**src/rtl/match_pkg.sv**
```systemverilog
`default_nettype none
// ============================================================================
// Module      : match_pkg
// Description : Shared types and constants for the best-of-N match sequencer.
//               Game-over status codes are shared with the game-over detector.
// Revision    : 1.0 - initial release
// ============================================================================
package match_pkg;

    typedef enum logic [2:0] {
        IDLE        = 3'd0,
        RESET_ROUND = 3'd1,
        PLAY        = 3'd2,
        HOLD        = 3'd3,
        MATCH_OVER  = 3'd4
    } match_state_t;

    // Game-over detector status codes (also used for round_result)
    localparam logic [1:0] GO_PLAYING = 2'd0;
    localparam logic [1:0] GO_P1      = 2'd1;
    localparam logic [1:0] GO_P2      = 2'd2;
    localparam logic [1:0] GO_DRAW    = 2'd3;

    // Match winner codes
    localparam logic [1:0] WIN_NONE   = 2'd0;
    localparam logic [1:0] WIN_P1     = 2'd1;
    localparam logic [1:0] WIN_P2     = 2'd2;

    // Round score increment that sticks at the 4-bit ceiling
    function automatic logic [3:0] sat_inc(input logic [3:0] val);
        return (val == 4'hF) ? val : val + 4'd1;
    endfunction

endpackage
`default_nettype wire

```
**src/rtl/sec_tick_gen.sv**
```systemverilog
`default_nettype none
// ============================================================================
// Module      : sec_tick_gen
// Description : Divides the game clock into one-cycle "second" ticks.
//               Counts 0..TICKS-1; tick is high while the count sits at
//               TICKS-1. clr restarts the count so that the first tick after
//               a clear arrives exactly TICKS cycles later.
// Ports       : clk  - game clock
//               rst  - asynchronous active-high reset
//               clr  - synchronous count restart
//               tick - one-cycle pulse per second
// Revision    : 1.0 - initial release
// ============================================================================
module sec_tick_gen #(
    parameter int TICKS = 30
) (
    input  logic clk,
    input  logic rst,
    input  logic clr,
    output logic tick
);

    localparam int              c_CNT_W = (TICKS > 1) ? $clog2(TICKS) : 1;
    localparam logic [c_CNT_W-1:0] c_LAST = c_CNT_W'(TICKS - 1);

    logic [c_CNT_W-1:0] r_cnt;

    always_ff @(posedge clk or posedge rst) begin
        if (rst) begin
            r_cnt <= '0;
        end else if (clr || (r_cnt == c_LAST)) begin
            r_cnt <= '0;
        end else begin
            r_cnt <= r_cnt + 1'b1;
        end
    end

    assign tick = (r_cnt == c_LAST);

endmodule
`default_nettype wire

```
**src/rtl/match_controller.sv**
```systemverilog
`default_nettype none
// ============================================================================
// Module      : match_controller
// Description : Best-of-N match sequencer sitting above the per-round game
//               logic. Pulses round_rst into the game subsystems, runs the
//               round countdown, keeps per-player round scores and declares
//               the match winner.
// Ports       : clk            - 30 Hz game clock
//               rst            - asynchronous active-high reset
//               start          - start/continue request (rising edge used)
//               gameover_state - round status from game-over detector
//               round_rst      - reset level to game subsystems
//               game_active    - high while a round is live
//               time_left      - seconds remaining in the round
//               p1_score       - rounds won by P1
//               p2_score       - rounds won by P2
//               round_result   - last round outcome (gameover encoding)
//               match_state    - current match_state_t
//               match_winner   - 0 none, 1 P1, 2 P2
// Revision    : 1.0 - initial release
// ============================================================================
module match_controller
    import match_pkg::*;
#(
    parameter int TICKS_PER_SEC = 30,
    parameter int ROUND_SECS    = 90,
    parameter int WIN_ROUNDS    = 3,
    parameter int RST_CYCLES    = 4,
    parameter int HOLD_SECS     = 3
) (
    input  logic       clk,
    input  logic       rst,
    input  logic       start,
    input  logic [1:0] gameover_state,
    output logic       round_rst,
    output logic       game_active,
    output logic [7:0] time_left,
    output logic [3:0] p1_score,
    output logic [3:0] p2_score,
    output logic [1:0] round_result,
    output logic [2:0] match_state,
    output logic [1:0] match_winner
);

    localparam logic [7:0]  c_ROUND_SECS = 8'(ROUND_SECS);
    localparam logic [3:0]  c_WIN_ROUNDS = 4'(WIN_ROUNDS);
    localparam logic [15:0] c_RST_LAST   = 16'(RST_CYCLES - 1);
    localparam logic [8:0]  c_HOLD_SECS  = 9'(HOLD_SECS);

    match_state_t r_state, w_state_nxt;
    logic        r_start_q;
    logic        r_first_play, w_first_play_nxt;
    logic        r_round_rst, w_round_rst_nxt;
    logic        r_game_active, w_game_active_nxt;
    logic [7:0]  r_time_left, w_time_left_nxt;
    logic [3:0]  r_p1_score, w_p1_score_nxt;
    logic [3:0]  r_p2_score, w_p2_score_nxt;
    logic [1:0]  r_round_result, w_round_result_nxt;
    logic [1:0]  r_match_winner, w_match_winner_nxt;
    logic [15:0] r_rst_cnt, w_rst_cnt_nxt;
    logic [7:0]  r_hold_cnt, w_hold_cnt_nxt;

    logic w_start_rise;
    logic w_tick;
    logic w_tick_clr;
    logic w_hold_done;

    assign w_start_rise = start & ~r_start_q;
    assign w_hold_done  = w_tick && (({1'b0, r_hold_cnt} + 9'd1) >= c_HOLD_SECS);

    sec_tick_gen #(
        .TICKS (TICKS_PER_SEC)
    ) u_sec_tick_gen (
        .clk  (clk),
        .rst  (rst),
        .clr  (w_tick_clr),
        .tick (w_tick)
    );

    always_ff @(posedge clk or posedge rst) begin
        if (rst) begin
            r_state        <= IDLE;
            r_start_q      <= 1'b1;
            r_first_play   <= 1'b0;
            r_round_rst    <= 1'b1;
            r_game_active  <= 1'b0;
            r_time_left    <= c_ROUND_SECS;
            r_p1_score     <= 4'd0;
            r_p2_score     <= 4'd0;
            r_round_result <= GO_PLAYING;
            r_match_winner <= WIN_NONE;
            r_rst_cnt      <= 16'd0;
            r_hold_cnt     <= 8'd0;
        end else begin
            r_state        <= w_state_nxt;
            r_start_q      <= start;
            r_first_play   <= w_first_play_nxt;
            r_round_rst    <= w_round_rst_nxt;
            r_game_active  <= w_game_active_nxt;
            r_time_left    <= w_time_left_nxt;
            r_p1_score     <= w_p1_score_nxt;
            r_p2_score     <= w_p2_score_nxt;
            r_round_result <= w_round_result_nxt;
            r_match_winner <= w_match_winner_nxt;
            r_rst_cnt      <= w_rst_cnt_nxt;
            r_hold_cnt     <= w_hold_cnt_nxt;
        end
    end

    always_comb begin
        w_state_nxt        = r_state;
        w_time_left_nxt    = r_time_left;
        w_p1_score_nxt     = r_p1_score;
        w_p2_score_nxt     = r_p2_score;
        w_round_result_nxt = r_round_result;
        w_match_winner_nxt = r_match_winner;
        w_rst_cnt_nxt      = r_rst_cnt;
        w_hold_cnt_nxt     = r_hold_cnt;

        case (r_state)
            IDLE, MATCH_OVER: begin
                // A new match starts from a clean scoreboard
                if (w_start_rise) begin
                    w_state_nxt        = RESET_ROUND;
                    w_p1_score_nxt     = 4'd0;
                    w_p2_score_nxt     = 4'd0;
                    w_round_result_nxt = GO_PLAYING;
                    w_match_winner_nxt = WIN_NONE;
                    w_rst_cnt_nxt      = 16'd0;
                    w_time_left_nxt    = c_ROUND_SECS;
                end
            end

            RESET_ROUND: begin
                w_time_left_nxt = c_ROUND_SECS;
                if (r_rst_cnt >= c_RST_LAST) begin
                    w_state_nxt = PLAY;
                end else begin
                    w_rst_cnt_nxt = r_rst_cnt + 16'd1;
                end
            end

            PLAY: begin
                // First cycle is skipped: subsystems may still report the
                // previous round's result while leaving reset.
                if (!r_first_play && (gameover_state != GO_PLAYING)) begin
                    w_state_nxt        = HOLD;
                    w_hold_cnt_nxt     = 8'd0;
                    w_round_result_nxt = gameover_state;
                    if (gameover_state == GO_P1) begin
                        w_p1_score_nxt = sat_inc(r_p1_score);
                    end else if (gameover_state == GO_P2) begin
                        w_p2_score_nxt = sat_inc(r_p2_score);
                    end
                end else if (w_tick) begin
                    if (r_time_left <= 8'd1) begin
                        w_time_left_nxt    = 8'd0;
                        w_round_result_nxt = GO_DRAW;
                        w_state_nxt        = HOLD;
                        w_hold_cnt_nxt     = 8'd0;
                    end else begin
                        w_time_left_nxt = r_time_left - 8'd1;
                    end
                end
            end

            HOLD: begin
                if (w_start_rise || w_hold_done) begin
                    if ((r_p1_score == c_WIN_ROUNDS) || (r_p2_score == c_WIN_ROUNDS)) begin
                        w_state_nxt        = MATCH_OVER;
                        w_match_winner_nxt = (r_p1_score == c_WIN_ROUNDS) ? WIN_P1 : WIN_P2;
                    end else begin
                        w_state_nxt     = RESET_ROUND;
                        w_rst_cnt_nxt   = 16'd0;
                        w_time_left_nxt = c_ROUND_SECS;
                    end
                end else if (w_tick) begin
                    w_hold_cnt_nxt = r_hold_cnt + 8'd1;
                end
            end

            default: begin
                w_state_nxt = IDLE;
            end
        endcase
    end

    // Second counter restarts on entry into the timed states
    assign w_tick_clr        = (w_state_nxt != r_state) &&
                               ((w_state_nxt == PLAY) || (w_state_nxt == HOLD));
    assign w_first_play_nxt  = (w_state_nxt == PLAY) && (r_state != PLAY);
    assign w_round_rst_nxt   = (w_state_nxt == IDLE) || (w_state_nxt == RESET_ROUND);
    assign w_game_active_nxt = (w_state_nxt == PLAY);

    assign round_rst    = r_round_rst;
    assign game_active  = r_game_active;
    assign time_left    = r_time_left;
    assign p1_score     = r_p1_score;
    assign p2_score     = r_p2_score;
    assign round_result = r_round_result;
    assign match_state  = r_state;
    assign match_winner = r_match_winner;

endmodule
`default_nettype wire

```
**config.mk**
```make
export PLATFORM = sky130hd
export DESIGN_NAME = match_controller
export DESIGN_NICKNAME = d
export VERILOG_FILES = /design/src/rtl/match_pkg.sv /design/src/rtl/sec_tick_gen.sv /design/src/rtl/match_controller.sv
export SDC_FILE = /design/constraint.sdc
export NUM_CORES = 1
export LEC_CHECK = 0
export CAP_MARGIN = 20
export CORE_MARGIN = 3
export CORE_UTILIZATION = 45
export DETAILED_ROUTE_END_ITERATION = 12
export GPL_TIMING_DRIVEN = 1
export PLACE_DENSITY = 0.76
export SYNTH_ARGS = -nofsm -noshare
export SYNTH_HDL_FRONTEND = slang
export SYNTH_SLANG_ARGS = --single-unit
```
**constraint.sdc**
```tcl
create_clock -name clk -period 2.6 [get_ports clk]
set_clock_uncertainty 0.15 [all_clocks]
set_input_delay 0.52 -clock clk [delete_from_list [all_inputs] [get_ports clk]]
set_output_delay 0.52 -clock clk [all_outputs]
set_load 0.05 [all_outputs]
```
# --- Word level (Yosys, flattened, before mapping) ---
# Index checks and enable logic that the tools add are counted.
word_totals:
  ff_bits: 56
  input_bits: 5
  output_inout_bits: 25
  elab_cells: 130
classes:
  addsub: 7
  order_cmp: 3
  eq_ne: 33
  n_mux: 46
  n_bitwise: 2
  n_reduce_logical: 26
op_table:
  columns: ["cell", "n"]
  rows:
  - ["8-bit 2-to-1 mux", 11]
  - ["16-bit 2-to-1 mux", 4]
  - ["16-bit one-hot mux with 3 select lines", 1]
  - ["4-bit 2-to-1 mux", 8]
  - ["8-bit one-hot mux with 4 select lines", 1]
  - ["2-bit inequality test (second input constant)", 15]
  - ["3-bit 2-to-1 mux", 7]
  - ["16-bit by 1-bit adder with 16-bit output (second input constant)", 1]
  - ["16-bit by 2-bit >= comparator with 1-bit output (second input constant)", 1]
  - ["4-bit one-hot mux with 2 select lines", 2]
  - ["8-bit one-hot mux with 2 select lines", 1]
  - ["5-bit AND reduction", 3]
  - ["2-bit 2-to-1 mux", 7]
  - ["3-bit by 2-bit == test with 1-bit output (second input constant)", 4]
  - ["3-bit one-hot mux with 4 select lines", 1]
  - ["6-bit AND reduction", 2]
  - ["8-bit by 1-bit adder with 9-bit output (second input constant)", 1]
  - ["9-bit by 2-bit >= comparator with 1-bit output (second input constant)", 1]
  - ["4-bit by 1-bit adder with 4-bit output (second input constant)", 2]
  - ["8-bit by 1-bit adder with 8-bit output (second input constant)", 1]
  - ["4-bit by 2-bit == test with 1-bit output (second input constant)", 2]
  - ["4-bit == test (second input constant)", 2]
  - ["8-bit by 1-bit <= comparator with 1-bit output (second input constant)", 1]
  - ["2-bit one-hot mux with 2 select lines", 2]
  - ["22 further kinds", 36]

# --- Depth between registers and ports, before layout ---
logic_depth:
  ltp_word: 11
  depth_mapped: 10
  depth_no_buf: 8

# --- By module ---
# From an unflattened synthesis, not the netlist that was laid out.
unflattened:
  cells_unflattened: 300
  area_unflattened_um2: 3015.4
by_module_without_submodules:
  columns: ["mod", "instances", "cells_per_inst", "area_each_um2", "seq_area_each_um2"]
  rows:
  - ["match_controller", 1, 278, 2775.2, 1283.7]
  - ["sec_tick_gen", 1, 22, 240.2, 125.1]

# --- Worst setup path before layout ---
# Ideal clock, no wire load.
synth_timing:
  path_kind: "reg2reg"
  from: "reg r_state[0], in the netlist match_state[0]"
  to: "reg r_p1_score[3], in the netlist p1_score[3]"
  setup_time_ns: 0.133
  t_arrival_ns: 2.121
  required_ns: 2.317
  slack_ns: 0.196
  path_stages_with_launch: 8
  n_path_buf: 1
  synth_period_minus_slack_ns: 2.404
  path_cell_list: "dfrtp_1 > buf_6 > or3b_1 > or4_4 > nand2_2 > nand4_1 > xor2_1 > nor2_1"
synth_between:
  elab_chain_cells: 4
  elab_cells_between_ends: 11
  classes_between: "eq/ne (6); mux (1); reduce/logical (4)"
synth_rtl:
  columns: ["element", "line", "text"]
  rows:
  - ["from (decl)", "match_controller.sv:50", "match_state_t r_state, w_state_nxt;"]
  - ["from (signal assigned)", "match_controller.sv:95", "r_state <= w_state_nxt;"]
  - ["3-bit == test or 3-bit zero test (tied branches)", "match_controller.sv:120", "case (r_state)"]
  - ["2-bit OR reduction", "match_controller.sv:120", null]
  - ["2-bit inequality test (no source line) or 2-bit nonzero test (tied branches)", null, null]
  - ["5-bit AND reduction (no source line)", null, null]
  - ["to (signal assigned)", "match_controller.sv:101", "r_p1_score <= w_p1_score_nxt;"]
  - ["to (decl)", "match_controller.sv:56", "logic [3:0] r_p1_score, w_p1_score_nxt;"]
# Parallel ways exist; a longest one is shown, timed or not.
# A chain may end at the register's enable or synchronous reset.

# --- Final worst setup path ---
layout_timing:
  from: "reg r_state[0], in the netlist match_state[0]"
  to: "out match_state[0]"
layout_rtl:
  columns: ["element", "line", "text"]
  rows:
  - ["to (decl)", "match_controller.sv:41", "output logic [2:0] match_state,"]
# No word-level cell between the ends.

==> run metrics <==
outcome finished clean; initial antenna violation count 0; number of H-tree branching levels 2; critical path's top delay family buffers and inverters; largest stage delay on the critical path around 0.8 ns; wire length of the first global-routing pass between 10 and 15 mm; number of remaining DRC errors 0; Starting Density between 40 and 50%; unrepaired setup endpoints after global routing no; buffer depth of the longest clock path 2; Final Slew Violations 0; commonest register cell after synthesis sky130_fd_sc_hd__dfrtp_1; Total Die Area roughly 7400 sq um; Worst Hold Margin about 0.35 ns; global-route total usage across every layer approximately a fifth; Setup WS post-layout between 0.1 and 0.15 ns; CTS Sinks 56; number of global-route vias before repair between 2,000 and 2,500; power density relative to cell area ~900 nW/um^2; worst-case headroom to the max-slew limit around 66%; sort of element at the start of the critical path flip-flop; total count of hold-check failures in the final report 0; clock buffer count from CTS 5; clock slew at reported path FFs around 0.09 ns; Synth Warn # 0; worst path buffer plus inverter count 2; ratio of final minimum period to clock period 95.5%; Die H ~86 um; count of mapped cells out of synthesis between 200 and 300; number of search-and-repair iterations in the first detailed-routing pass 4; share of cells above drive strength 1 14.8%; drt via density between 5 and 6; required time at the endpoint of the critical path around 1.9 ns; Area growth, synth to finish 21.7%; total gr overflow 0; endpoint arrival time on the critical path around 1.8 ns; largest net degree at the start of global routing 39; post-CTS setup buffer count 0; HPWL after detailed placement 4.82 mm; I/O pin count 30; mux contribution to synthesized area less than 1%; number of synthesized flops with an enable pin 0; cts hold-fix bufs 0; final-stage net count about 350; worst min-delay path category flip-flop to flip-flop; antenna cell count 0; die boundary width 85.8 um; Cell Chain, Critical Path buf_4 -> clkdlybuf4s50_1; adder and majority gate portion of the synthesized area between 3 and 4%; net count of the mapped netlist between 300 and 400; Max rail drop VDD between 0.5 and 0.6 mV; Distinct cells, synth 57; parity-gate share of the synthesized area counting xor and xnor cells under 10%; slew at the pin with the worst max-slew slack roughly 0.5 ns; weighted congestion at the end of routability-driven global placement 0.877; Critical Path Sink Type output pin; Fmax 403 MHz; max-capacitance violation count 0; compound-cell area share of the yosys netlist between 10% and 20%; Clk Latency, worst-skew pair slightly above 0.3 ns; leakage power total 1.61 nW; most frequent standard cell in the layout excluding fill and tap cells sky130_fd_sc_hd__dfrtp_1; crit path time final 2.48 ns; number of DRC markers in iteration 0 approximately 130; mean post-synth cell area between 9 and 10 sq um; top library cells by usage in the layout, fill and taps aside 50 x sky130_fd_sc_hd__dfrtp_1, 47 x sky130_fd_sc_hd__nor2_1, 29 x sky130_fd_sc_hd__clkdlybuf4s50_1; clock root buffer sky130_fd_sc_hd__clkbuf_8; total wire length between 6 and 7 mm; CTS tree done; largest fanout on the critical path 9; combinational family with the most area after synthesis simple AND/OR/NAND/NOR gates; post-placement cell count 405; count of antenna-violating nets left after detailed routing 0; non-filler cells, final 413; final count of negative-setup-slack endpoints 0; count of state elements after synthesis between 50 and 60; fraction of registers with async set/reset 100%; placement row count 28; overall via count from detail_route around 2,400; category of the critical setup timing path flip-flop to output pin; worst setup slack before clock tree synthesis -0.0673 ns; Port-buffer cells 29; cell type of the slowest stage on the worst timing path sky130_fd_sc_hd__clkdlybuf4s50_1; PostCTS Resize Cnt 0; routed wirelength normalized by instance count 15.5 um; part of the Yosys area used for sequential elements between 40 and 50%; core box area approximately 6000 sq um; combined area of all synthesized cells between 2000 and 3000 sq um; fill cell count 563; post-synthesis share of cell area spent on and, or, nand and nor gates roughly a quarter
-- stage by stage --
step / util, % / cell area [sq um] / setup TNS, ns / total power [mW]
after global placement: 56.1 / 3380 / -0.00465 / 2.66
final: 57.8 / 3490 / 0 / 3.20
after CTS: 57.7 / 3470 / 0 / 3.20
after floorplan: - / 2870 / 0 / 2.18
after detailed placement: 56.1 / 3380 / -0.217 / 2.71
after global routing: 57.8 / 3490 / 0 / 3.42
-- registers in the layout, indices dropped and copies added, names as in the netlist --
signal                count
game_active               1
match_state               3
match_winner              2
p1_score                  4
p2_score                  4
r_first_play              1
r_hold_cnt                8
r_rst_cnt                16
r_start_q                 1
round_result              2
round_rst                 1
time_left                 8
u_sec_tick_gen.r_cnt      5
-- metal layers --
metal	GRT usage, %	wire, um
met1	25.1	2950
met2	31.3	3090
met3	4.13	250
met4	6.91	112
met5	0	0
-- path summary, 6_finish.rpt --
| kind | depth (start not counted) | slack [ns] | to | start |
|---|---|---|---|---|
| max in group asynchronous | 3 | 1.32 | time_left[3]$_DFFE_PP1P_ | rst |
| min | 1 | 0.35 | u_sec_tick_gen.r_cnt[0]$_DFF_PP0_ | u_sec_tick_gen.r_cnt[0]$_DFF_PP0_ |
| max reg2reg | 7 | 0.21 | time_left[5]$_DFFE_PP0P_ | p1_score[0]$_DFFE_PP0P_ |
| min reg2reg | 1 | 0.35 | u_sec_tick_gen.r_cnt[0]$_DFF_PP0_ | u_sec_tick_gen.r_cnt[0]$_DFF_PP0_ |
| max | 2 | 0.12 | match_state[0] | match_state[0]$_DFF_PP0_ |
| min in group asynchronous | 2 | 0.37 | r_hold_cnt[6]$_DFFE_PP0P_ | rst |
-- logic make-up after synthesis --
family / Yosys count
flip-flops: 56
buffers and inverters: 19
AO/OA/AOI/OAI: 67
adder cells (fa/ha/maj): 9
multiplexers: 2
XOR/XNOR: 7
AND/OR/NAND/NOR: 127
-- cell usage after synthesis (3+ instances only) --
cell type / number / area (sq um)
sky130_fd_sc_hd__nor2_1: 47 / 176
sky130_fd_sc_hd__dfstp_2: 6 / 158
sky130_fd_sc_hd__xor2_1: 6 / 52.6
sky130_fd_sc_hd__and4_1: 8 / 70.1
sky130_fd_sc_hd__o21ai_0: 17 / 85.1
sky130_fd_sc_hd__inv_1: 11 / 41.3
sky130_fd_sc_hd__buf_2: 3 / 15.0
sky130_fd_sc_hd__dfrtp_1: 50 / 1250
sky130_fd_sc_hd__nor4_1: 3 / 18.8
sky130_fd_sc_hd__and3_1: 7 / 43.8
sky130_fd_sc_hd__ha_1: 9 / 113
sky130_fd_sc_hd__a31oi_1: 7 / 43.8
sky130_fd_sc_hd__a211oi_1: 5 / 37.5
sky130_fd_sc_hd__nor3_1: 6 / 30.0
sky130_fd_sc_hd__or3_1: 4 / 25.0
sky130_fd_sc_hd__nor2b_1: 8 / 50.1
sky130_fd_sc_hd__nand2_1: 15 / 56.3
sky130_fd_sc_hd__o2111ai_1: 3 / 26.3
sky130_fd_sc_hd__o41ai_1: 4 / 35.0
sky130_fd_sc_hd__nand4_1: 4 / 25.0
sky130_fd_sc_hd__nand2b_1: 5 / 31.3
sky130_fd_sc_hd__a41oi_1: 4 / 35.0
sky130_fd_sc_hd__a21oi_1: 7 / 35.0
sky130_fd_sc_hd__nand3_1: 7 / 35.0
-- worst reg2reg max path, cell delays in order (launching register included) --
cell	delay (ns)
sky130_fd_sc_hd__dfrtp_1	0.44
sky130_fd_sc_hd__ha_1	0.24
sky130_fd_sc_hd__nor3b_1	0.18
sky130_fd_sc_hd__a21o_1	0.27
sky130_fd_sc_hd__o21ai_0	0.20
sky130_fd_sc_hd__nand3b_1	0.17
sky130_fd_sc_hd__or2_2	0.36
sky130_fd_sc_hd__o41ai_1	0.27
-- final cells by class --
cell class	instances	area, sq um	share of cell area [%]
Inverter	11	41.3	1.18
Tap cell	75	93.8	2.69
Multi-Input combinational cell	212	1380	39.6
Clock buffer	6	82.6	2.37
Clock inverter	2	10.0	0.287
Sequential cell	56	1410	40.4
Timing Repair Buffer	51	468	13.4
-- report_power, final --
| group | internal (mW) | leakage (nW) | switching, mW | total, mW |
|---|---|---|---|---|
| sequential | 1.05 | 0.735 | 0.167 | 1.21 |
| clock | 0.213 | 0.0510 | 0.276 | 0.489 |
| combinational | 0.566 | 0.820 | 0.932 | 1.50 |
No activity file was read; power rests on OpenSTA's default activity.
